--- config.mk ---
export PLATFORM = sky130hd
export DESIGN_NAME = rand_digit_arbiter
export DESIGN_NICKNAME = d
export VERILOG_FILES = /design/src/rtl/rand_arb_pkg.sv /design/src/rtl/rand_digit_arbiter_rr_pick.sv /design/src/rtl/rand_digit_arbiter.sv
export SDC_FILE = /design/constraint.sdc
export NUM_CORES = 1
export LEC_CHECK = 0
export CORE_UTILIZATION = 35
export CTS_BUF_LIST = sky130_fd_sc_hd__clkbuf_2 sky130_fd_sc_hd__clkbuf_4 sky130_fd_sc_hd__clkbuf_8
export DETAILED_ROUTE_END_ITERATION = 6
export PLACE_DENSITY = 0.63
export SYNTH_ARGS = -nofsm -noshare
export SYNTH_HDL_FRONTEND = slang
export SYNTH_SLANG_ARGS = --single-unit
--- constraint.sdc ---
create_clock -name clka -period 5 [get_ports clka]
set_input_delay 0.75 -clock clka [delete_from_list [all_inputs] [get_ports clka]]
set_output_delay 0.75 -clock clka [all_outputs]
set_load 0.05 [all_outputs]
--- src/rtl/rand_arb_pkg.sv ---
// Shared types and constants for the random-digit arbiter.
package rand_arb_pkg;

    typedef enum logic [2:0] {
        ST_IDLE  = 3'd0,
        ST_ARB   = 3'd1,
        ST_STEP  = 3'd2,
        ST_WAIT  = 3'd3,
        ST_CHECK = 3'd4,
        ST_DONE  = 3'd5
    } state_e;

    localparam logic [3:0] DIGIT_MIN     = 4'd1;
    localparam logic [3:0] DIGIT_MAX     = 4'd9;
    localparam logic [3:0] REJECT_THRESH = 4'd8;

    // Map an in-range nibble (0..8) onto a Sudoku digit (1..9).
    function automatic logic [3:0] nib_to_digit(input logic [3:0] nib);
        return nib + DIGIT_MIN;
    endfunction

endpackage

--- src/rtl/rand_digit_arbiter_rr_pick.sv ---
// Combinational round-robin picker: first set req at or after rr_ptr, wrapping.
module rr_pick #(
    parameter int unsigned NUM_REQ = 3,
    parameter int unsigned IDX_W   = 2
) (
    input  logic [NUM_REQ-1:0] req,
    input  logic [IDX_W-1:0]   rr_ptr,
    output logic [IDX_W-1:0]   grant_idx,
    output logic               any_req
);

    logic [IDX_W-1:0] cand;

    // Scan from the farthest candidate back so the nearest one wins.
    always_comb begin
        grant_idx = '0;
        any_req   = 1'b0;
        cand      = '0;
        for (int i = int'(NUM_REQ) - 1; i >= 0; i--) begin
            cand = IDX_W'((int'(rr_ptr) + i) % int'(NUM_REQ));
            if (req[cand]) begin
                grant_idx = cand;
                any_req   = 1'b1;
            end
        end
    end

endmodule

--- src/rtl/rand_digit_arbiter.sv ---
// Round-robin sequencer for the shared LFSR: steps it, rejection-samples a digit 1..9.
// Optional retry limit with fallback digit: define RAND_ARB_RETRY_LIMIT_EN.
module rand_digit_arbiter
    import rand_arb_pkg::*;
#(
    parameter int unsigned NUM_REQ   = 3,
    parameter int unsigned GEN_LAT   = 2
`ifdef RAND_ARB_RETRY_LIMIT_EN
    ,
    parameter int unsigned MAX_RETRY = 15
`endif
) (
    input  logic               clka,
    input  logic               reset,
    input  logic [NUM_REQ-1:0] req,
    input  logic [3:0]         rand_nib,
    output logic               gen_rand_flag,
    output logic [NUM_REQ-1:0] ack,
    output logic [3:0]         digit,
    output logic               busy,
    output logic               fallback
);

    localparam int unsigned IDX_W = $clog2(NUM_REQ);
    localparam int unsigned CNT_W = 3;

    state_e             state_q, state_d;
    logic [IDX_W-1:0]   rr_ptr_q, rr_ptr_d;
    logic [IDX_W-1:0]   grant_q, grant_d;
    logic [CNT_W-1:0]   cnt_q, cnt_d;
    logic [3:0]         digit_q, digit_d;
    logic [NUM_REQ-1:0] ack_q, ack_d;
    logic               flag_q, flag_d;
    logic               busy_q, busy_d;
    logic               fallback_q, fallback_d;
`ifdef RAND_ARB_RETRY_LIMIT_EN
    logic [3:0]         retry_q, retry_d;
`endif

    logic [IDX_W-1:0]   pick_idx;
    logic               pick_any;
    logic               accept;
    logic               forced;
    logic [3:0]         new_digit;

    rr_pick #(
        .NUM_REQ (NUM_REQ),
        .IDX_W   (IDX_W)
    ) u_rr_pick (
        .req       (req),
        .rr_ptr    (rr_ptr_q),
        .grant_idx (pick_idx),
        .any_req   (pick_any)
    );

    // Next-state and registered-output logic; ack/digit are staged from CHECK so they appear in DONE.
    always_comb begin
        state_d    = state_q;
        rr_ptr_d   = rr_ptr_q;
        grant_d    = grant_q;
        cnt_d      = cnt_q;
        digit_d    = digit_q;
        ack_d      = '0;
        flag_d     = 1'b0;
        fallback_d = 1'b0;
        accept     = 1'b0;
        forced     = 1'b0;
        new_digit  = nib_to_digit(rand_nib);
`ifdef RAND_ARB_RETRY_LIMIT_EN
        retry_d    = retry_q;
`endif

        case (state_q)
            ST_IDLE: begin
                if (|req) state_d = ST_ARB;
            end
            ST_ARB: begin
                if (pick_any) begin
                    grant_d = pick_idx;
                    flag_d  = 1'b1;
                    state_d = ST_STEP;
                end else begin
                    state_d = ST_IDLE;
                end
            end
            ST_STEP: begin
                cnt_d   = CNT_W'(GEN_LAT - 1);
                state_d = ST_WAIT;
            end
            ST_WAIT: begin
                if (cnt_q == '0) state_d = ST_CHECK;
                else             cnt_d   = cnt_q - CNT_W'(1);
            end
            ST_CHECK: begin
                if (rand_nib <= REJECT_THRESH) begin
                    accept = 1'b1;
                end else begin
`ifdef RAND_ARB_RETRY_LIMIT_EN
                    if (retry_q == 4'(MAX_RETRY)) begin
                        accept    = 1'b1;
                        forced    = 1'b1;
                        new_digit = rand_nib - DIGIT_MAX + DIGIT_MIN;
                    end else begin
                        retry_d = (retry_q == 4'hF) ? retry_q : retry_q + 4'd1;
                    end
`endif
                end
                if (accept) begin
                    state_d = ST_DONE;
                    if (req[grant_q]) begin
                        ack_d[grant_q] = 1'b1;
                        digit_d        = new_digit;
                        fallback_d     = forced;
                    end
                end else begin
                    flag_d  = 1'b1;
                    state_d = ST_STEP;
                end
            end
            ST_DONE: begin
                rr_ptr_d = (grant_q == IDX_W'(NUM_REQ - 1)) ? '0 : grant_q + IDX_W'(1);
`ifdef RAND_ARB_RETRY_LIMIT_EN
                retry_d  = 4'd0;
`endif
                state_d  = ST_IDLE;
            end
            default: begin
                state_d = ST_IDLE;
            end
        endcase

        busy_d = (state_d != ST_IDLE);
    end

    always_ff @(posedge clka) begin
        if (reset) begin
            state_q    <= ST_IDLE;
            rr_ptr_q   <= '0;
            grant_q    <= '0;
            cnt_q      <= '0;
            digit_q    <= 4'd0;
            ack_q      <= '0;
            flag_q     <= 1'b0;
            busy_q     <= 1'b0;
            fallback_q <= 1'b0;
`ifdef RAND_ARB_RETRY_LIMIT_EN
            retry_q    <= 4'd0;
`endif
        end else begin
            state_q    <= state_d;
            rr_ptr_q   <= rr_ptr_d;
            grant_q    <= grant_d;
            cnt_q      <= cnt_d;
            digit_q    <= digit_d;
            ack_q      <= ack_d;
            flag_q     <= flag_d;
            busy_q     <= busy_d;
            fallback_q <= fallback_d;
`ifdef RAND_ARB_RETRY_LIMIT_EN
            retry_q    <= retry_d;
`endif
        end
    end

    assign gen_rand_flag = flag_q;
    assign ack           = ack_q;
    assign digit         = digit_q;
    assign busy          = busy_q;
    assign fallback      = fallback_q;

endmodule

==> flow_summary.ini, run 1 <==
[layout]
share_of_final_layout_standard_cells_stronger_than_drive_strength_1_pct = 10.9
num_antenna_cells = 0
filler_cell_count_in_the_final_layout = 367
finish.net_count = 174
layoutNonFillerInstCount = 202
layout_commonest_cell = sky130_fd_sc_hd__dfxtp_1
layout_common_cells = sky130_fd_sc_hd__dfxtp_1, sky130_fd_sc_hd__clkdlybuf4s50_1, sky130_fd_sc_hd__inv_1, sky130_fd_sc_hd__nor2_1
synthToLayoutAreaGrowth_pct = 17.7

[floorplan]
die_area_sq_um = 3780
floorplan.initialDensity_pct = 36.8
core_area_sq_um = 3360
die_height_um = 61.5
die_w_um = 61.5
row_count = 21
num_io_pins = 19

[setup_path]
worstPathCellList = clkdlybuf4s50_1
crit_buf_inv = 1
crit_cells = 1
timing.critical_path.fanout_max = 2
start_to_end_type_of_the_worst_setup_path = reg2out
cpLargestDelayFamily = buffers and inverters
r2r.worst_path.cells = 7
worst-endpoint-required_ns = 4.25
timing.critical_path.slowest_cell_delay_ns = 0.81
crit_path_end_kind = output pin
timing.critical_path.from_type = flop
critPathSlowestCell = sky130_fd_sc_hd__clkdlybuf4s50_1
crit_arrival_ns = 1.47

[clock_network]
hold_buffers = 0
cts_tree = built
cts_repair_resize_count = 0
h_tree_lvl_count = 1
number_of_buffers_inserted_during_clock_tree_synthesis = 3
worst_setup_hold_path_clk_slew_ns = 0.11
clock-sinks = 19
postCtsSetupRepairBufs = 0
cts_root_buf = sky130_fd_sc_hd__clkbuf_4
max-clock-path-buffers = 2
clk_latency_ns = 0.30

[detailed_routing]
avgRoutedWirePerCell_um = 11.5
drtPass1Iterations = 4
drt_first_iter_violations = 22
post-route-drc-count = 0
route.final.wire_length_mm = 2.33
post_drt_via_cell_ratio = 5.05
dr_total_vias = 1020
drtAntennaViolNets = 0

[global_routing]
initial_antenna_violation_count = 0
via_count_of_the_first_global_routing_pass = 920
grt_max_degree = 19
grt_first_pass_wirelength_mm = 4.08
grt_use_total_pct = 14.4
grt_overflow_total = 0

[synth]
synthCells = 141
mean_area_per_synthesized_cell_sq_um = 8.78
synth_top_cell_by_area = sky130_fd_sc_hd__dfxtp_1
asyncSetResetFlopFracSynth_pct = 0
yosys_warnings = 0
post_synth_instance_area_sq_um = 1240
synth.ff_latch_count = 19
netlist_top_cells_area = sky130_fd_sc_hd__dfxtp_1, sky130_fd_sc_hd__ha_1, sky130_fd_sc_hd__mux2i_1
synth.lib_cells_used.distinct = 52
synth-edff-count = 0
synth_top_area_share_pct = 30.7
postSynthNetCount = 158
dominantRegCellSynth = sky130_fd_sc_hd__dfxtp_1
register_area_share_after_synthesis_pct = 30.7

[placement]
routability_driven_placement_congestion_ratio = 0.827
dpl.cell_count = 198
buffer_ports.inserted = 17
dp.final_hpwl_mm = 1.78

[sta]
fmax_mhz = 450
worst_pin_slew_ns = 0.672
finalSetupViolations = 0
finalWorstPathRequiredPeriod_ns = 2.22
hold_viol_final = 0
fin_tns_setup_ns = 0
rsz0062_at_grt = no
final.setup_skew_ns = 0.00751
final-max-slew-violation-count = 0
maxSlewHeadroom_pct = 55.0
timing.final.crit_share_pct = 44.4

[min_path]
worstHoldPathCells = 2
hold_path_class = reg2reg

[run]
max_cap_violations = 0

[pwr]
total_leakage_power_uw = 0.000557
pwr_density_cell_nw_per_um2 = 251
maximum_resistive_drop_on_vdd_v = 0.000162

[outcome]
outcome = completed
==> power breakdown <==
part	switching, uW	total (uW)	internal, uW
combinational	65.0	110	45.1
sequential	14.0	177	163
clock	48.1	77.9	29.8
==> Yosys cell counts, types with 2 or more instances <==
cell,instances
sky130_fd_sc_hd__o21ai_2,2
sky130_fd_sc_hd__nand2b_1,5
sky130_fd_sc_hd__o31ai_1,3
sky130_fd_sc_hd__nand3_1,3
sky130_fd_sc_hd__nor3_1,3
sky130_fd_sc_hd__nor4b_1,3
sky130_fd_sc_hd__inv_1,14
sky130_fd_sc_hd__a31oi_1,2
sky130_fd_sc_hd__ha_1,8
sky130_fd_sc_hd__a21oi_1,8
sky130_fd_sc_hd__buf_2,2
sky130_fd_sc_hd__dfxtp_1,19
sky130_fd_sc_hd__mux2i_1,6
sky130_fd_sc_hd__a21o_1,2
sky130_fd_sc_hd__o22ai_1,2
sky130_fd_sc_hd__nor2b_1,2
sky130_fd_sc_hd__nand2_1,6
sky130_fd_sc_hd__o21ai_0,4
sky130_fd_sc_hd__nor2_1,14
==> sequential cells by signal, summed over array words and instances (netlist names) <==
| name | count |
|---|---|
| ack | 3 |
| grant_q | 2 |
| rr_ptr_q | 2 |
| gen_rand_flag | 1 |
| cnt_q | 3 |
| digit | 4 |
| state_q | 3 |
| busy | 1 |
==> layer usage <==
layer	vias to the layer above	share of wire (%)	GRT usage [%]
li1	526	-	-
met1	469	49	18.7
met2	21	46	24.1
met3	4	3.4	2.73
met4	0	1.3	4.76
met5	-	0	0
==> per-stage QoR <==
step	setup WS, ns	instance area [sq um]	total power [uW]	util (%)	hold WS (ns)
finish	2.78	1460	365	43.3	0.509
detailed placement	2.52	1430	291	42.5	0.482
global placement	2.57	1430	288	42.5	0.475
floorplan	3.18	1240	262	-	0.457
CTS	2.76	1460	368	43.3	0.508
global route	2.64	1460	390	43.3	0.525
==> cell families (layout without fill, tap and decap cells) <==
family	Yosys count	count (layout)	share of synthesized area, %
buf+inv	20	35	7.18
flops	19	19	30.7
fa+ha+maj	8	8	8.09
mux	6	6	4.85
other cells	1	1	0.303
compound gates	37	37	25.0
xor+xnor	2	2	1.42
simple gates	48	48	22.4
==> path summary, 6_finish.rpt <==
path                from         end  slack [ns]
min             cnt_q[1]    cnt_q[1]        0.51
max reg2reg  rr_ptr_q[0]  grant_q[0]        3.05
min reg2reg     cnt_q[1]    cnt_q[1]        0.51
max             digit[0]    digit[0]        2.78
==> area by class of cell <==
class | count | area (sq um) | share of cell area [%]
multi-input cells | 102 | 768 | 52.7
flip-flops and latches | 19 | 380 | 26.1
repair buffers | 17 | 170 | 11.7
well taps | 46 | 57.6 | 3.95
inverters | 14 | 52.6 | 3.61
clock buffers | 3 | 22.5 | 1.55
clock inverters | 1 | 5.00 | 0.344
Power figures use the tool's default switching activity.
==> inputs of run 2 (changes only) <==
--- a/config.mk
+++ b/config.mk
@@ -8,7 +8,7 @@
 export CORE_UTILIZATION = 35
 export CTS_BUF_LIST = sky130_fd_sc_hd__clkbuf_2 sky130_fd_sc_hd__clkbuf_4 sky130_fd_sc_hd__clkbuf_8
 export DETAILED_ROUTE_END_ITERATION = 6
-export PLACE_DENSITY = 0.63
+export PLACE_DENSITY = 0.65
 export SYNTH_ARGS = -nofsm -noshare
 export SYNTH_HDL_FRONTEND = slang
 export SYNTH_SLANG_ARGS = --single-unit
==> constraint.sdc (replaced) <==
create_clock -name clka -period 2 [get_ports clka]
set_input_delay 0.3 -clock clka [delete_from_list [all_inputs] [get_ports clka]]
set_output_delay 0.3 -clock clka [all_outputs]
set_load 0.05 [all_outputs]
==> flow_summary.ini, run 2 (synthesis results as in run 1) <==
[sta]
finalSetupViolations = 0
hold-worst-slack_ns = 0.501
finalWorstPathRequiredPeriod_ns = 1.88
final-max-slew-violation-count = 0
fmax_mhz = 533
final.setup_skew_ns = 0.00377
maxSlewHeadroom_pct = 66.1
finalWorstSetupSlack_ns = 0.124
timing.final.crit_share_pct = 93.8
rsz0062_at_grt = no
worst_pin_slew_ns = 0.507
hold_viol_final = 0

[setup_path]
worst-endpoint-required_ns = 2.16
crit_path_end_kind = flop
start_to_end_type_of_the_worst_setup_path = reg2reg
timing.critical_path.fanout_max = 8
critPathSlowestCell = sky130_fd_sc_hd__ha_2
timing.critical_path.from_type = flop
timing.critical_path.slowest_cell_delay_ns = 0.40
crit_arrival_ns = 2.03
worstReg2RegStart = rr_ptr_q[0]
worstPathCellList = inv_1 -> ha_2 -> and2_2 -> o22ai_2 -> a211o_4 -> a21oi_2 -> a311oi_2
critical_path.startpoint = rr_ptr_q[0]

[layout]
num_antenna_cells = 0
number_of_flip_flops_in_the_largest_register = 4
filler_cell_count_in_the_final_layout = 366
share_of_final_layout_standard_cells_stronger_than_drive_strength_1_pct = 14.9
layout_commonest_cell = sky130_fd_sc_hd__dfxtp_1
layout_common_cells = sky130_fd_sc_hd__dfxtp_1, sky130_fd_sc_hd__clkdlybuf4s50_1, sky130_fd_sc_hd__inv_1, sky130_fd_sc_hd__nor2_1, sky130_fd_sc_hd__a21oi_1
synthToLayoutAreaGrowth_pct = 21.4
finish.net_count = 179

[global_routing]
grt_use_total_pct = 15.4
grt_max_degree = 13
grt_first_pass_wirelength_mm = 4.35
initial_antenna_violation_count = 0
grt_overflow_total = 0
via_count_of_the_first_global_routing_pass = 996

[pwr]
power.sequential.fraction_pct = 47.3
net_switching_power_uw = 322
pwr_density_cell_nw_per_um2 = 625
clkPwrFrac_pct = 22.1
fraction_of_power_spent_switching_nets_pct = 34.3
total_leakage_power_uw = 0.000581
maximum_resistive_drop_on_vdd_v = 0.000330
report.power.total_uw = 940
power.share.combinational_pct = 30.6
p_int_uw = 618

[run]
max_cap_violations = 0

[min_path]
hold_path_class = reg2reg
min-delay-start = cnt_q[1]

[detailed_routing]
drtPass1Iterations = 4
drtAntennaViolNets = 0
drt_first_iter_violations = 14
dr_total_vias = 1046
post-route-drc-count = 0
post_drt_via_cell_ratio = 5.05
avgRoutedWirePerCell_um = 12.6
route.final.wire_length_mm = 2.61

[floorplan]
die_height_um = 61.5
die_w_um = 61.5
core_area_sq_um = 3360
num_io_pins = 19
row_count = 21
die_area_sq_um = 3780
floorplan.initialDensity_pct = 36.8

[placement]
buffer_ports.inserted = 17
detailedPlace.worstSlack_ns = -0.118
routability_driven_placement_congestion_ratio = 0.872
dp.final_hpwl_mm = 2.07

[clock_network]
number_of_buffers_inserted_during_clock_tree_synthesis = 3
h_tree_lvl_count = 1
cts_tree = built
clock-sinks = 19
clk_latency_ns = 0.29
max-clock-path-buffers = 2
worst_setup_hold_path_clk_slew_ns = 0.11
cts_root_buf = sky130_fd_sc_hd__clkbuf_4

[outcome]
outcome = completed
run 2: changes by cell type in the layout (fill, tap and decap cells not counted), sizes merged:
cell and change:
clkbuf +1, buf +5, clkinv -1
run 2: layout make-up:
cell class | count | area (sq um) | share of cell area [%]
flip-flops and latches | 19 | 380 | 25.3
repair buffers | 22 | 208 | 13.8
multi-input cells | 102 | 774 | 51.5
inverters | 14 | 52.6 | 3.50
well taps | 46 | 57.6 | 3.83
clock buffers | 4 | 30.0 | 2.00
run 2: worst paths after layout:
check	to	slack, ns	cells past startpoint
hold / removal	cnt_q[1]	0.50	2
setup reg to reg	grant_q[1]	0.12	7
setup / recovery	grant_q[1]	0.12	7
hold reg to reg	cnt_q[1]	0.50	2
run 2: power groups by stage:
stage / registers [uW] / logic [uW] / clock network [uW]
6_report: 444 / 287 / 208
5_1_grt: 449 / 312 / 231
4_1_cts: 443 / 286 / 217
3_5_place_dp: 451 / 284 / 0
3_3_place_gp: 450 / 276 / 0
2_1_floorplan: 472 / 182 / 0
run 2: metal layers:
| layer | up-vias | global-route usage, % | wire length [um] |
|---|---|---|---|
| met5 | - | 0 | 0 |
| met1 | 483 | 19.1 | 1270 |
| met4 | 0 | 3.81 | 19 |
| met2 | 19 | 27.2 | 1230 |
| met3 | 2 | 3.57 | 91 |
| li1 | 542 | - | - |
run 2: timing repair:
action	4_1_cts	5_1_grt
buffers inserted	0	0
resized for setup	0	2
hold buffers	0	0
setup endpoints to repair	0	4
run 2: critical path: cells and delay by family (launching register included):
kind | cells | cell delay, ns
AO/OA/AOI/OAI | 4 | 0.68
adder cells (fa/ha/maj) | 1 | 0.40
flip-flops | 1 | 0.39
AND/OR/NAND/NOR | 1 | 0.18
buffers and inverters | 1 | 0.08
run 2: per-stage QoR:
stage	std cells	utilization, %	instance area [sq um]	setup TNS, ns
after global routing	207	44.7	1500	0
after global placement	203	43.6	1470	0
after floorplan	141	-	1240	0
after CTS	207	44.5	1500	0
final	207	44.7	1500	0
after detailed placement	203	43.6	1470	-0.147
